--- src/rtl/hus_pkg.sv ---
// Shared types and constants for the HUS frame scheduler: FSM states,
// frame timing, channel limits and register-file layout.
package hus_pkg;

    typedef enum logic [1:0] {
        ST_OFF,
        ST_IDLE,
        ST_BURST,
        ST_MATH
    } st_e;

    // 24 MHz system clock divided down to the 44.1 kHz audio tick
    localparam int AU_DIV       = 544;

    localparam int CHN_MAX      = 32;
    localparam int CHN_W        = 6;

    // Each channel owns REGS_PER_CHN consecutive 16-bit registers
    localparam int REGS_PER_CHN = 8;
    localparam int RSEL_W       = $clog2(REGS_PER_CHN);
    localparam int ADDR_W       = 8;
    localparam int DATA_W       = 16;

    localparam logic [RSEL_W-1:0] MATH_REG = 3'd0;

    function automatic logic [CHN_W-1:0] clamp_chn(input logic [CHN_W-1:0] n);
        return (int'(n) > CHN_MAX) ? CHN_W'(CHN_MAX) : n;
    endfunction

    function automatic logic [ADDR_W-1:0] par_addr(input logic [4:0] chn);
        return {chn, MATH_REG};
    endfunction

endpackage

--- src/rtl/hus_au_tick.sv ---
// Audio tick divider: a free-running count of PERIOD cycles while enabled,
// pulsing frame_stb on the last count of each period.
module hus_au_tick
    import hus_pkg::*;
#(
    parameter int PERIOD = AU_DIV
) (
    input  logic clk,
    input  logic reset,
    input  logic en,
    output logic frame_stb
);

    localparam int CW = $clog2(PERIOD);
    localparam logic [CW-1:0] LAST = CW'(PERIOD - 1);

    logic [CW-1:0] cnt_q;
    logic [CW-1:0] cnt_d;

    always_comb begin
        cnt_d = cnt_q;
        if (!en) begin
            cnt_d = '0;
        end else if (cnt_q == LAST) begin
            cnt_d = '0;
        end else begin
            cnt_d = cnt_q + CW'(1);
        end
    end

    always_ff @(posedge clk) begin
        if (reset) begin
            cnt_q <= '0;
        end else begin
            cnt_q <= cnt_d;
        end
    end

    assign frame_stb = en && (cnt_q == LAST);

endmodule

--- src/rtl/hus_seq.sv ---
// HUS mixer frame scheduler: per audio tick, a fetch burst over the active
// channels followed by a parameter-read pass, sharing the register-file port.
module hus_seq
    import hus_pkg::*;
(
    input  logic              clk,
    input  logic              reset,
    input  logic              en,
    input  logic [CHN_W-1:0]  chn_num,
    input  logic              host_wr,
    input  logic [ADDR_W-1:0] host_addr,
    input  logic [DATA_W-1:0] host_data,
    output logic [ADDR_W-1:0] ram_addr,
    output logic [DATA_W-1:0] ram_wdata,
    output logic              ram_we,
    input  logic [DATA_W-1:0] ram_rdata,
    output logic              burst_req,
    output logic [CHN_W-1:0]  burst_chn,
    input  logic              burst_ack,
    output logic              math_vld,
    output logic [CHN_W-1:0]  math_chn,
    output logic [DATA_W-1:0] math_par,
    output logic              frame_stb,
    output logic              frame_done,
    output logic              ovr
);

    st_e               state_q, state_d;
    logic [CHN_W-1:0]  chn_q, chn_d;
    logic [CHN_W-1:0]  lim_q, lim_d;
    logic              math_vld_q, math_vld_d;
    logic [CHN_W-1:0]  math_chn_q, math_chn_d;
    logic [DATA_W-1:0] math_par_q, math_par_d;
    logic              done_q, done_d;
    logic              ovr_q, ovr_d;

    logic              tick;
    logic              last_chn;
    logic [CHN_W-1:0]  lim_new;

    hus_au_tick #(
        .PERIOD (AU_DIV)
    ) u_au_tick (
        .clk       (clk),
        .reset     (reset),
        .en        (en),
        .frame_stb (tick)
    );

    assign last_chn = (chn_q == lim_q - CHN_W'(1));
    assign lim_new  = clamp_chn(chn_num);

    always_comb begin
        state_d    = state_q;
        chn_d      = chn_q;
        lim_d      = lim_q;
        math_vld_d = 1'b0;
        math_chn_d = math_chn_q;
        math_par_d = math_par_q;
        done_d     = 1'b0;
        ovr_d      = ovr_q;

        if (!en) begin
            state_d = ST_OFF;
            chn_d   = '0;
            ovr_d   = 1'b0;
        end else begin
            // A tick that lands mid-frame is dropped; the frame runs to completion
            if (tick && (state_q != ST_IDLE)) begin
                ovr_d = 1'b1;
            end

            unique case (state_q)
                ST_OFF: begin
                    state_d = ST_IDLE;
                end

                ST_IDLE: begin
                    if (tick) begin
                        lim_d = lim_new;
                        chn_d = '0;
                        if (lim_new == '0) begin
                            done_d = 1'b1;
                        end else begin
                            state_d = ST_BURST;
                        end
                    end
                end

                ST_BURST: begin
                    if (burst_ack) begin
                        if (last_chn) begin
                            state_d = ST_MATH;
                            chn_d   = '0;
                        end else begin
                            chn_d = chn_q + CHN_W'(1);
                        end
                    end
                end

                ST_MATH: begin
                    // Host writes own the port; the read simply retries next cycle
                    if (!host_wr) begin
                        math_vld_d = 1'b1;
                        math_chn_d = chn_q;
                        math_par_d = ram_rdata;
                        if (last_chn) begin
                            state_d = ST_IDLE;
                            chn_d   = '0;
                            done_d  = 1'b1;
                        end else begin
                            chn_d = chn_q + CHN_W'(1);
                        end
                    end
                end

                default: begin
                    state_d = ST_OFF;
                end
            endcase
        end
    end

    always_ff @(posedge clk) begin
        if (reset) begin
            state_q    <= ST_OFF;
            chn_q      <= '0;
            lim_q      <= '0;
            math_vld_q <= 1'b0;
            math_chn_q <= '0;
            math_par_q <= '0;
            done_q     <= 1'b0;
            ovr_q      <= 1'b0;
        end else begin
            state_q    <= state_d;
            chn_q      <= chn_d;
            lim_q      <= lim_d;
            math_vld_q <= math_vld_d;
            math_chn_q <= math_chn_d;
            math_par_q <= math_par_d;
            done_q     <= done_d;
            ovr_q      <= ovr_d;
        end
    end

    // Register-file arbiter: host writes always win the single port
    assign ram_we    = host_wr;
    assign ram_wdata = host_wr ? host_data : '0;
    assign ram_addr  = host_wr               ? host_addr :
                       (state_q == ST_MATH)  ? par_addr(chn_q[4:0]) : '0;

    assign burst_req  = (state_q == ST_BURST) && en;
    assign burst_chn  = (state_q == ST_BURST) ? chn_q : '0;

    // Dropping en squashes a result still in the output register
    assign math_vld   = math_vld_q && en;
    assign math_chn   = math_chn_q;
    assign math_par   = math_par_q;
    assign frame_done = done_q && en;
    assign frame_stb  = tick;
    assign ovr        = ovr_q;

endmodule
--- config.mk ---
export PLATFORM = sky130hd
export DESIGN_NAME = hus_seq
export DESIGN_NICKNAME = d
export VERILOG_FILES = /design/src/rtl/hus_pkg.sv /design/src/rtl/hus_au_tick.sv /design/src/rtl/hus_seq.sv
export SDC_FILE = /design/constraint.sdc
export NUM_CORES = 1
export LEC_CHECK = 0
export ABC_AREA = 1
export ABC_CLOCK_PERIOD_IN_PS = 4300
export CAP_MARGIN = 0
export CELL_PAD_IN_SITES_DETAIL_PLACEMENT = 0
export CELL_PAD_IN_SITES_GLOBAL_PLACEMENT = 1
export CORE_UTILIZATION = 31
export CTS_CLUSTER_DIAMETER = 30
export DETAILED_ROUTE_END_ITERATION = 7
export PLACE_DENSITY = 0.9
export SYNTH_ARGS = -nofsm -noshare
export SYNTH_HDL_FRONTEND = slang
export SYNTH_SLANG_ARGS = --single-unit
--- constraint.sdc ---
create_clock -name clk -period 4.3 [get_ports clk]
set_input_delay 0.43 -clock clk [delete_from_list [all_inputs] [get_ports clk]]
set_output_delay 0.43 -clock clk [all_outputs]
set_load 0.02 [all_outputs]
After elaboration in Yosys (flattened, before gate mapping) --
Cells that the tools add are included.
Storage, ports and cells: register bits after elaboration 49, output and inout bits 58, latch bits 0, memory bits (read-only) 0, memories kept 0, RAM bits 0
Operators by class: reduce and logical (&&, ||, !) cells 15, div/mod/pow operators 0, shifts and indexed selects 0, bitwise operators 3, equality and inequality tests 12, add/sub/neg operators 3, $mul 0, order comparisons 1, muxes and demuxes 23
Operators by type and width (number):
- $mux W6 | 6
- $pmux W6 S3 | 1
- $mux W16 | 1
- $mux W8 | 2
- $mux W2 | 6
- $ne A2 B2 Y1 const B | 6
- $add A10 B1 Y10 const B | 1
- $eq A10 B10 Y1 const B | 1
- $pmux W2 S4 | 1
- $add A6 B1 Y6 const B | 1
- $eq A6 B6 Y1 | 1
- $gt A6 B6 Y1 const B | 1
- $logic_not A6 Y1 | 1
- $reduce_and A3 Y1 | 2
- $reduce_and A6 Y1 | 1
- $reduce_or A3 Y1 | 2
- $sub A6 B1 Y6 const B | 1
- $logic_and A1 B1 Y1 | 5
- $mux W1 | 5
- $eq A2 B2 Y1 const B | 2
- $reduce_and A4 Y1 | 1
- $not A1 Y1 | 3
- $reduce_bool A3 Y1 | 1
- $eq A2 B1 Y1 const B | 1
- 4 further kinds | 4

Longest topological paths before layout --
Gate-level depths: netlist of run 1.
depth after elaboration 6, mapped depth 14, mapped depth without buffers 14

By module --
From an unflattened synthesis of run 1, not the netlist that was laid out.
Second synthesis, totals: cells, all modules 387, area, all modules 2610.0 um^2
By module, submodules not included:
- hus_seq | times used 1, area an instance 2113.3 um^2, sequential area each 780.7 um^2, cells an instance 322
- hus_au_tick | times used 1, area an instance 496.7 um^2, sequential area each 200.2 um^2, cells an instance 65

Worst setup path before layout of run 1 --
OpenSTA, ideal clock, no wires.
path kind input to output, start point input host_wr, end point output ram_addr[3], slack 2401 ps, stages on the path 4, arrival 1469 ps, buffers on the path 1, cell sequence clkbuf_1 nor2_1 inv_1 o21ai_0
On the way: longest elaborated chain between the ends 1
RTL lines:
- start: declaration | RTL line hus_seq.sv:10 | input logic host_wr,
- $mux W8 | RTL line hus_seq.sv:149 | assign ram_addr = host_wr ? host_addr :
- end: declaration | RTL line hus_seq.sv:13 | output logic [ADDR_W-1:0] ram_addr,
No other way between the ends.

Worst setup path in the final report of run 1 --
start point input host_wr, end point output ram_addr[7]
Same word-level chain as after synthesis.

==> metrics, run 1 <==
DP Cell Count 583; DRT antenna net count 0; Buffers on Ports 108; Worst setup SP type input port; Cell Pwr Density 252 nW/um^2; most frequent cells in the layout nand2_1 (111), clkdlybuf4s50_1 (108), inv_1 (61); post-synthesis net count 442; Internal Pwr Total 0.718 mW; Tot GR Track Use 16.2%; Synth Cell Area 2520 um^2; DR WL/cell 11.4 um; largest net degree at the start of global routing 30; Psw 0.243 mW; Worst R2R Setup Slack 2.34 ns; Worst R2R End math_chn[2]; Yosys cell types 31; Leakage 1.65 nW; CTS tree built; final setup fails 0; I/O Pins 109; CTS Buf Count 5; core outline area 7810 um^2; # hold bufs at CTS 0; drt drc 0; hold depth 1; Clock Latency Late Sink 0.30 ns; die width 92.3 um; Clock Path Buffers 2; crit end category output pin; Cell Count, Final, Fillers Out 591; Synth top area share 38.9%; first-pass GRT wire length 11.2 mm; Total Wirelength 6.72 mm; pre-CTS WS 1.40 ns; CP arrival 2.45 ns; largest area contributor in the netlist dfxtp_1; gr ovfl total 0; max-cap viol count 0; RSZ-0062 raised after global routing false; number of global-route vias before repair 2,464; routed vias 2,663; Placed Area 3700 um^2; CTS resizes 0; commonest non-fill, non-tap cell in the layout nand2_1; Power Total 0.961 mW; Clk pwr share 34.2%; Gate power share 17.6%; worst-margin pin slew 0.703 ns; Clk pin slew, worst setup/hold paths 0.08 ns; FF+latch count, synth 49; fillers 784; run status complete, no violations; WHS 0.448 ns; worst clock skew 0.00798 ns; ant diodes 0; initial drt markers 142; Net Sw Frac 25.2%; Post-synth EDFFs 0; Via density 4.51; ratio of cells with drive above 1 in the final layout 4.09%; CP max-delay cell clkdlybuf4s50_1; Gate Count Post-Synth 384; Initial Util 32.3%; Worst R2R Start state_q[0]; crit-path leading delay family buffers and inverters; critical path class in -> out; fin crit period 2.88 ns; CTS root buffer clkbuf_8; prevailing post-synth register cell dfxtp_1; Nets 546; setup_tns 0 ns; final worst path period share 67.1%; syn_area_per_cell 6.58 um^2; HP Class reg -> reg; Area growth syn-to-layout 51.0%; fmax 347 MHz; die area 8510 um^2; max_slew headroom 53.0%; Final HPWL DP 5.03 mm; Data required, critical path 3.87 ns; Placement Rows 32; GP Congestion 0.782; Warnings, synthesis 0; die height 92.3 um; Post-CTS Setup Inserts 0; CP max FO 27; sequential-to-total area share from yosys stat 38.9%; critical path, cell by cell clkdlybuf4s50_1 > buf_4 > nor2_1 > buf_4 > inv_1 > o21ai_0 > clkdlybuf4s50_1; Final Hold Viols 0; VDD IR max 180 uV; Hold Path Sink u_au_tick.cnt_q[0]; first-pass iteration count of the detailed router 4; Util after Layout 48.8%; H-tree depth 2; synth top area cells dfxtp_1 (39%), nand2_1 (17%), inv_1 (9.1%); slowest stage delay, CP 0.64 ns; HP Start u_au_tick.cnt_q[0]; CP bufs+invs 5; final max-slew violation count 0; fin area 3810 um^2; sequential share of power 48.3%; worst r2r path cells 7; share of flip-flops with an asynchronous set or reset 0%; clock sinks 49; final worst slack 1.42 ns; initial antenna violation count 0
==> metal layers <==
layer	part of all wire [%]	GRT usage, %	wire length, um	vias to the layer above
met3	9.2	5.31	618	4
met1	45	20.1	3040	1170
met4	0.66	4.56	44	0
li1	-	-	-	1397
met5	0	0	0	-
met2	45	26.8	3020	92
==> state kept, by name, indices dropped and copies added (netlist names) <==
register,cells
u_au_tick.cnt_q,10
math_par,16
done_q,1
math_chn,6
lim_q,6
state_q,2
math_vld_q,1
chn_q,6
ovr,1
==> worst reg2reg max path, stage by stage, from the launching register on <==
cell	delay, ns
dfxtp_1	0.39
ha_1	0.22
inv_1	0.07
nor2_1	0.09
buf_4	0.27
nand2_1	0.49
nand2_1	0.22
a21oi_1	0.10
==> kinds of logic after synthesis <==
| logic type | synth area share, % |
|---|---|
| flops | 38.9 |
| fa+ha+maj | 3.47 |
| xor+xnor | 2.43 |
| simple gates | 32.8 |
| compound gates | 10.6 |
| buf+inv | 11.9 |
==> power by group through the flow <==
stage	registers, mW	logic [mW]	clock network [mW]
finish	0.464	0.169	0.328
CTS	0.464	0.170	0.334
global route	0.465	0.186	0.357
floorplan	0.474	0.0817	0
global placement	0.474	0.168	0
detailed placement	0.474	0.170	0
==> cell type report <==
class / count / area [um^2] / share of cell area, %
clock buffer: 6 / 72.6 / 1.90
clock inverter: 2 / 38.8 / 1.02
inverter: 64 / 240 / 6.30
multi-input combinational: 256 / 1240 / 32.6
sequential: 49 / 981 / 25.7
tap: 102 / 128 / 3.35
timing repair buffer: 112 / 1110 / 29.1
==> cells in the mapped netlist (2+ instances only) <==
cell type	count
o21ai_0	6
nand2_1	111
dfxtp_1	49
nand2_4	2
o21ai_1	2
xnor2_1	3
xor2_1	4
a22oi_1	3
clkbuf_1	12
nand3_1	37
nor2_1	32
a21oi_1	32
inv_1	61
inv_2	3
nor3_1	4
and3_1	2
ha_1	7
==> worst max path at each step <==
stage,from,to,slack [ns],cells after the start
6_report,host_wr,ram_addr[7],1.42,7
3_5_place_dp,host_wr,ram_addr[7],1.40,7
3_3_place_gp,host_wr,ram_addr[3],1.48,7
2_1_floorplan,host_wr,ram_addr[3],2.40,4
4_1_cts,host_wr,ram_addr[7],1.40,7
5_1_grt,host_wr,ram_addr[3],1.21,7
Note: power is estimated with default switching activity, not from simulation.
==> run 2, diff against run 1 <==
--- a/config.mk
+++ b/config.mk
@@ -6,14 +6,14 @@
 export NUM_CORES = 1
 export LEC_CHECK = 0
 export ABC_AREA = 1
-export ABC_CLOCK_PERIOD_IN_PS = 4300
+export ABC_CLOCK_PERIOD_IN_PS = 3000
 export CAP_MARGIN = 0
 export CELL_PAD_IN_SITES_DETAIL_PLACEMENT = 0
 export CELL_PAD_IN_SITES_GLOBAL_PLACEMENT = 1
-export CORE_UTILIZATION = 31
+export CORE_UTILIZATION = 28
 export CTS_CLUSTER_DIAMETER = 30
 export DETAILED_ROUTE_END_ITERATION = 7
-export PLACE_DENSITY = 0.9
+export PLACE_DENSITY = 0.83
 export SYNTH_ARGS = -nofsm -noshare
 export SYNTH_HDL_FRONTEND = slang
 export SYNTH_SLANG_ARGS = --single-unit
==> constraint.sdc (replaced) <==
create_clock -name clk -period 3 [get_ports clk]
set_input_delay 0.3 -clock clk [delete_from_list [all_inputs] [get_ports clk]]
set_output_delay 0.3 -clock clk [all_outputs]
set_load 0.02 [all_outputs]
==> metrics, run 2 (synthesis gave the netlist of run 1 again) <==
run status complete, no violations; footprint of the multi-input gates 1240 um^2 (unchanged); RSZ-0062 raised after global routing false; final setup fails 0 (unchanged); first-pass iteration count of the detailed router 4 (unchanged); max-cap viol count 0 (unchanged); Highest Signal Layer met4; core outline area 8720 um^2 (+12%); initial antenna violation count 0 (unchanged); CP arrival 2.07 ns (-0.38 ns); gr ovfl total 0 (unchanged); Clk pwr share 35.3% (+1.1 points); final worst path period share 78.9%; die height 97.0 um (+5.1%); DP Cell Count 589 (+1.0%); max FFs per register 16 (unchanged); routed vias 2,678 (+0.56%); drt drc 0 (unchanged); fillers 912 (+16%); DR WL/cell 11.7 um (+3.2%); Tot GR Track Use 14.9% (-1.3 points); CTS Buf Count 5 (unchanged); max_slew headroom 53.2% (+0.21 points); # hold bufs at CTS 0 (unchanged); crit end category output pin; WL met3 528 um (-15%); Worst setup SP type input port; first-pass GRT wire length 11.6 mm (+3.9%); clock sinks 49 (unchanged); Util after Layout 43.9% (-4.9 points); most frequent cells in the layout nand2_1 (111), clkdlybuf4s50_1 (108), inv_1 (61); die area 9400 um^2 (+10%); initial drt markers 134 (-5.6%); Total Wirelength 7.00 mm (+4.2%); commonest non-fill, non-tap cell in the layout nand2_1; Clock Latency Late Sink 0.30 ns (about the same); Final Hold Viols 0 (unchanged); Final HPWL DP 5.20 mm (+3.2%); CTS resizes 0 (unchanged); Data required, critical path 2.70 ns (-1.17 ns); VDD IR max 228 uV (+27%); DRT antenna net count 0 (unchanged); worst clock skew 0.00518 ns (-0.00281 ns); Clk pin slew, worst setup/hold paths 0.09 ns (about the same); GP Congestion 0.782 (about the same); Placement Rows 34 (+6.3%); register area 981 um^2 (unchanged); ant diodes 0 (unchanged); HP Class reg -> reg; fin crit period 2.37 ns; number of global-route vias before repair 2,442 (-0.89%); met1 WL 3.30 mm (+8.7%); ratio of cells with drive above 1 in the final layout 4.29% (+0.20 points); setup_tns 0 ns (unchanged); Nets 546 (unchanged); final max-slew violation count 0 (unchanged); Psw 0.353 mW (+46%); Post-CTS Setup Inserts 0 (unchanged); Area growth syn-to-layout 51.7%; die width 97.0 um (+5.1%); met2 wire len 3.14 mm (+4.0%); Cell Pwr Density 367 nW/um^2 (+45%); Cell Count, Final, Fillers Out 597 (+1.0%); fmax 423 MHz; I/O Pins 109 (unchanged); Gate power share 17.4% (-0.2 points); Buffers on Ports 108 (unchanged); Initial Util 29.0% (-3.4 points); Leakage 1.65 nW (+0.12%); CTS root buffer clkbuf_8; Net Sw Frac 25.2% (-0.068 points); critical path class in -> out; H-tree depth 2 (unchanged); CP max FO 11 (-59%); Power Total 1.40 mW (+46%); sequential share of power 47.3% (-1.0 points); Internal Pwr Total 1.05 mW (+46%); largest net degree at the start of global routing 29 (-3.3%); CTS tree built; Via density 4.49 (-0.45%); Clock Path Buffers 2 (unchanged); worst-margin pin slew 0.700 ns (-0.00320 ns)
run 2: cell types whose count changed in the layout (fill, tap and decap cells not counted):
cell,change
clkinvlp_4,+1
clkinv_4,-1
clkbuf_1,-1
clkbuf_8,+1
run 2: path summary, 6_finish.rpt:
| check | startpoint | end | slack (ns) | cells after the start |
|---|---|---|---|---|
| max | host_wr | ram_addr[3] | 0.63 | 5 |
| min | u_au_tick.cnt_q[0] | u_au_tick.cnt_q[0] | 0.44 | 1 |
| max reg2reg | state_q[0] | math_par[5] | 1.03 | 7 |
| min reg2reg | u_au_tick.cnt_q[0] | u_au_tick.cnt_q[0] | 0.44 | 1 |
run 2: power by group through the flow:
| stage | registers, mW | logic, mW | clock network (mW) |
|---|---|---|---|
| 2_1_floorplan | 0.679 | 0.117 | 0 |
| 3_3_place_gp | 0.679 | 0.243 | 0 |
| 3_5_place_dp | 0.679 | 0.245 | 0 |
| 4_1_cts | 0.664 | 0.245 | 0.508 |
| 5_1_grt | 0.666 | 0.269 | 0.536 |
| 6_report | 0.664 | 0.244 | 0.495 |
run 2: critical path: stages:
cell             delay, ns
clkdlybuf4s50_1       0.59
nor2_1                0.21
inv_1                 0.14
o21ai_0               0.19
clkdlybuf4s50_1       0.64
run 2: area by class of cell:
type,count,area share (%)
Clock inverter,2,0.980
Sequential cell,49,25.6
Clock buffer,6,2.16
Tap cell,108,3.53
Inverter,64,6.27
Timing Repair Buffer,112,29.0
Multi-Input combinational cell,256,32.4
run 2: through the flow:
stage	hold WS, ns	setup slack [ns]	area [um^2]
finish	0.438	0.634	3830
CTS	0.443	0.606	3830
floorplan	0.413	1.23	2520
global route	0.479	0.407	3830
global placement	0.423	0.695	3710
detailed placement	0.432	0.634	3710
run 2: routing by layer:
layer	GRT usage, %	vias up
met5	0	-
met1	19.2	1191
met3	4.41	5
met2	24.4	85
li1	-	1397
met4	3.10	0
==> run 3, diff against run 2 <==
--- a/config.mk
+++ b/config.mk
@@ -6,7 +6,7 @@
 export NUM_CORES = 1
 export LEC_CHECK = 0
 export ABC_AREA = 1
-export ABC_CLOCK_PERIOD_IN_PS = 3000
+export ABC_CLOCK_PERIOD_IN_PS = 2500
 export CAP_MARGIN = 0
 export CELL_PAD_IN_SITES_DETAIL_PLACEMENT = 0
 export CELL_PAD_IN_SITES_GLOBAL_PLACEMENT = 1
==> constraint.sdc (replaced) <==
create_clock -name clk -period 2.5 [get_ports clk]
set_input_delay 0.25 -clock clk [delete_from_list [all_inputs] [get_ports clk]]
set_output_delay 0.25 -clock clk [all_outputs]
set_load 0.02 [all_outputs]
==> metrics, run 3 (synthesis gave the netlist of run 1 again) <==
run status complete, no violations; Hold Path Sink u_au_tick.cnt_q[4]; Clk pin slew, worst setup/hold paths 0.09 ns (about the same); Clock Path Buffers 2 (unchanged); final setup fails 0 (unchanged); number of global-route vias before repair 2,573 (+5.4%); Via density 4.41 (-1.6%); Placement Rows 34 (unchanged); Initial Util 29.0% (unchanged); commonest non-fill, non-tap cell in the layout nand2_1; fin crit period 2.27 ns; first-pass iteration count of the detailed router 4 (unchanged); initial antenna violation count 0 (unchanged); Worst R2R Start state_q[0]; critical path class reg -> out; GP Congestion 0.808 (+3.3%); largest net degree at the start of global routing 29 (unchanged); gr ovfl total 0 (unchanged); Worst setup SP type flip-flop; Total Wirelength 6.91 mm (-1.3%); DRT antenna net count 0 (unchanged); Placed Area 3720 um^2 (+0.40%); register area 981 um^2 (unchanged); Area growth syn-to-layout 51.3%; setup_tns 0 ns (unchanged); crit path from u_au_tick.cnt_q[0]; CTS tree built; max FFs per register 16 (unchanged); die width 97.0 um (unchanged); hold depth 2 (+1); Leakage 1.66 nW (+0.24%); Worst R2R End math_chn[5]; DR WL/cell 11.5 um (-1.7%); footprint of the multi-input gates 1240 um^2 (unchanged); Tot GR Track Use 15.2% (+0.30 points); clock sinks 49 (unchanged); worst clock skew 0.00824 ns (+0.00306 ns); H-tree depth 2 (unchanged); most frequent cells in the layout nand2_1 (111), clkdlybuf4s50_1 (108), inv_1 (61); ratio of cells with drive above 1 in the final layout 4.68% (+0.39 points); # hold bufs at CTS 0 (unchanged); Data required, critical path 2.25 ns (-0.45 ns); Final HPWL DP 5.18 mm (-0.21%); CTS resizes 0 (unchanged); drt drc 0 (unchanged); CP max FO 4 (-7); CTS root buffer clkbuf_8; Cell Pwr Density 413 nW/um^2 (+13%); Worst R2R Setup Slack 0.55 ns (-0.48 ns); CTS Buf Count 5 (unchanged); crit end category output pin; Post-CTS Setup Inserts 0 (unchanged); die height 97.0 um (unchanged); die area 9400 um^2 (unchanged); max-cap viol count 0 (unchanged); I/O Pins 109 (unchanged); final worst path period share 91.0%; fillers 917 (+0.55%); first-pass GRT wire length 11.9 mm (+2.4%); worst-margin pin slew 0.703 ns (+0.00382 ns); HP Class reg -> reg; worst r2r path cells 7 (unchanged); Clock Latency Late Sink 0.30 ns (about the same); Final Hold Viols 0 (unchanged); fin area 3820 um^2 (-0.23%); core outline area 8720 um^2 (unchanged); VDD IR max 208 uV (-8.7%); ant diodes 0 (unchanged); fmax 440 MHz; Nets 548 (+0.37%); RSZ-0062 raised after global routing false; final max-slew violation count 0 (unchanged); routed vias 2,644 (-1.3%); initial drt markers 78 (-42%); HP Start u_au_tick.cnt_q[4]; CP arrival 2.02 ns (-0.05 ns); max_slew headroom 53.0% (-0.26 points); Buffers on Ports 108 (unchanged)
run 3: cell count changes in the layout (fill, tap and decap cells not counted):
cell and delta:
bufinv_16 -1, clkinv_2 +1, buf_4 +2, clkinv_4 +1
clkinvlp_4 -1
run 3: cell type report:
type	instances	share of cell area, %
Clock buffer	6	2.16
Clock inverter	2	0.360
Inverter	64	6.29
Multi-Input combinational cell	256	32.5
Sequential cell	49	25.7
Tap cell	108	3.54
Timing Repair Buffer	114	29.5
run 3: how the worst max path moves through the flow:
| stage | end | slack (ns) | depth (start not counted) |
|---|---|---|---|
| floorplan | chn_q[2] | 0.73 | 10 |
| global placement | frame_stb | 0.43 | 4 |
| detailed placement | frame_stb | 0.41 | 4 |
| CTS | ram_addr[5] | 0.18 | 6 |
| global route | ram_addr[4] | 0.01 | 6 |
| finish | frame_stb | 0.23 | 6 |
run 3: metrics by stage:
| step | hold WS, ns | worst slack (ns) | total power [mW] | util (%) | std cells |
|---|---|---|---|---|---|
| 2_1_floorplan | 0.394 | 0.734 | 0.955 | - | 384 |
| 3_3_place_gp | 0.422 | 0.429 | 1.11 | 42.7 | 591 |
| 3_5_place_dp | 0.435 | 0.413 | 1.11 | 42.7 | 591 |
| 4_1_cts | 0.451 | 0.179 | 1.60 | 43.8 | 599 |
| 5_1_grt | 0.470 | 0.0122 | 1.66 | 43.8 | 599 |
| 6_report | 0.446 | 0.226 | 1.58 | 43.8 | 599 |
run 3: routing by layer:
layer	routed length, um	share of wire (%)	up-vias	GRT usage, %
li1	-	-	1395	-
met1	3200	46	1146	19.5
met2	3110	45	95	25.0
met3	521	7.5	8	4.55
met4	72	1.0	0	3.21
met5	0	0	-	0
run 3: report_power, final:
part / leakage [nW] / internal, mW / switching (mW) / total (mW)
Combinational: 1.21 / 0.147 / 0.145 / 0.292
Sequential: 0.395 / 0.789 / 0.00838 / 0.797
Clock: 0.0512 / 0.225 / 0.266 / 0.491
Total: 1.66 / 1.16 / 0.419 / 1.58
run 3: critical path: stages (launching register included):
cell and delay, ns:
dfxtp_1 0.36, ha_1 0.18, nand2_1 0.07, inv_2 0.08, nand2_4 0.07, nor3_4 0.30
clkdlybuf4s50_1 0.67
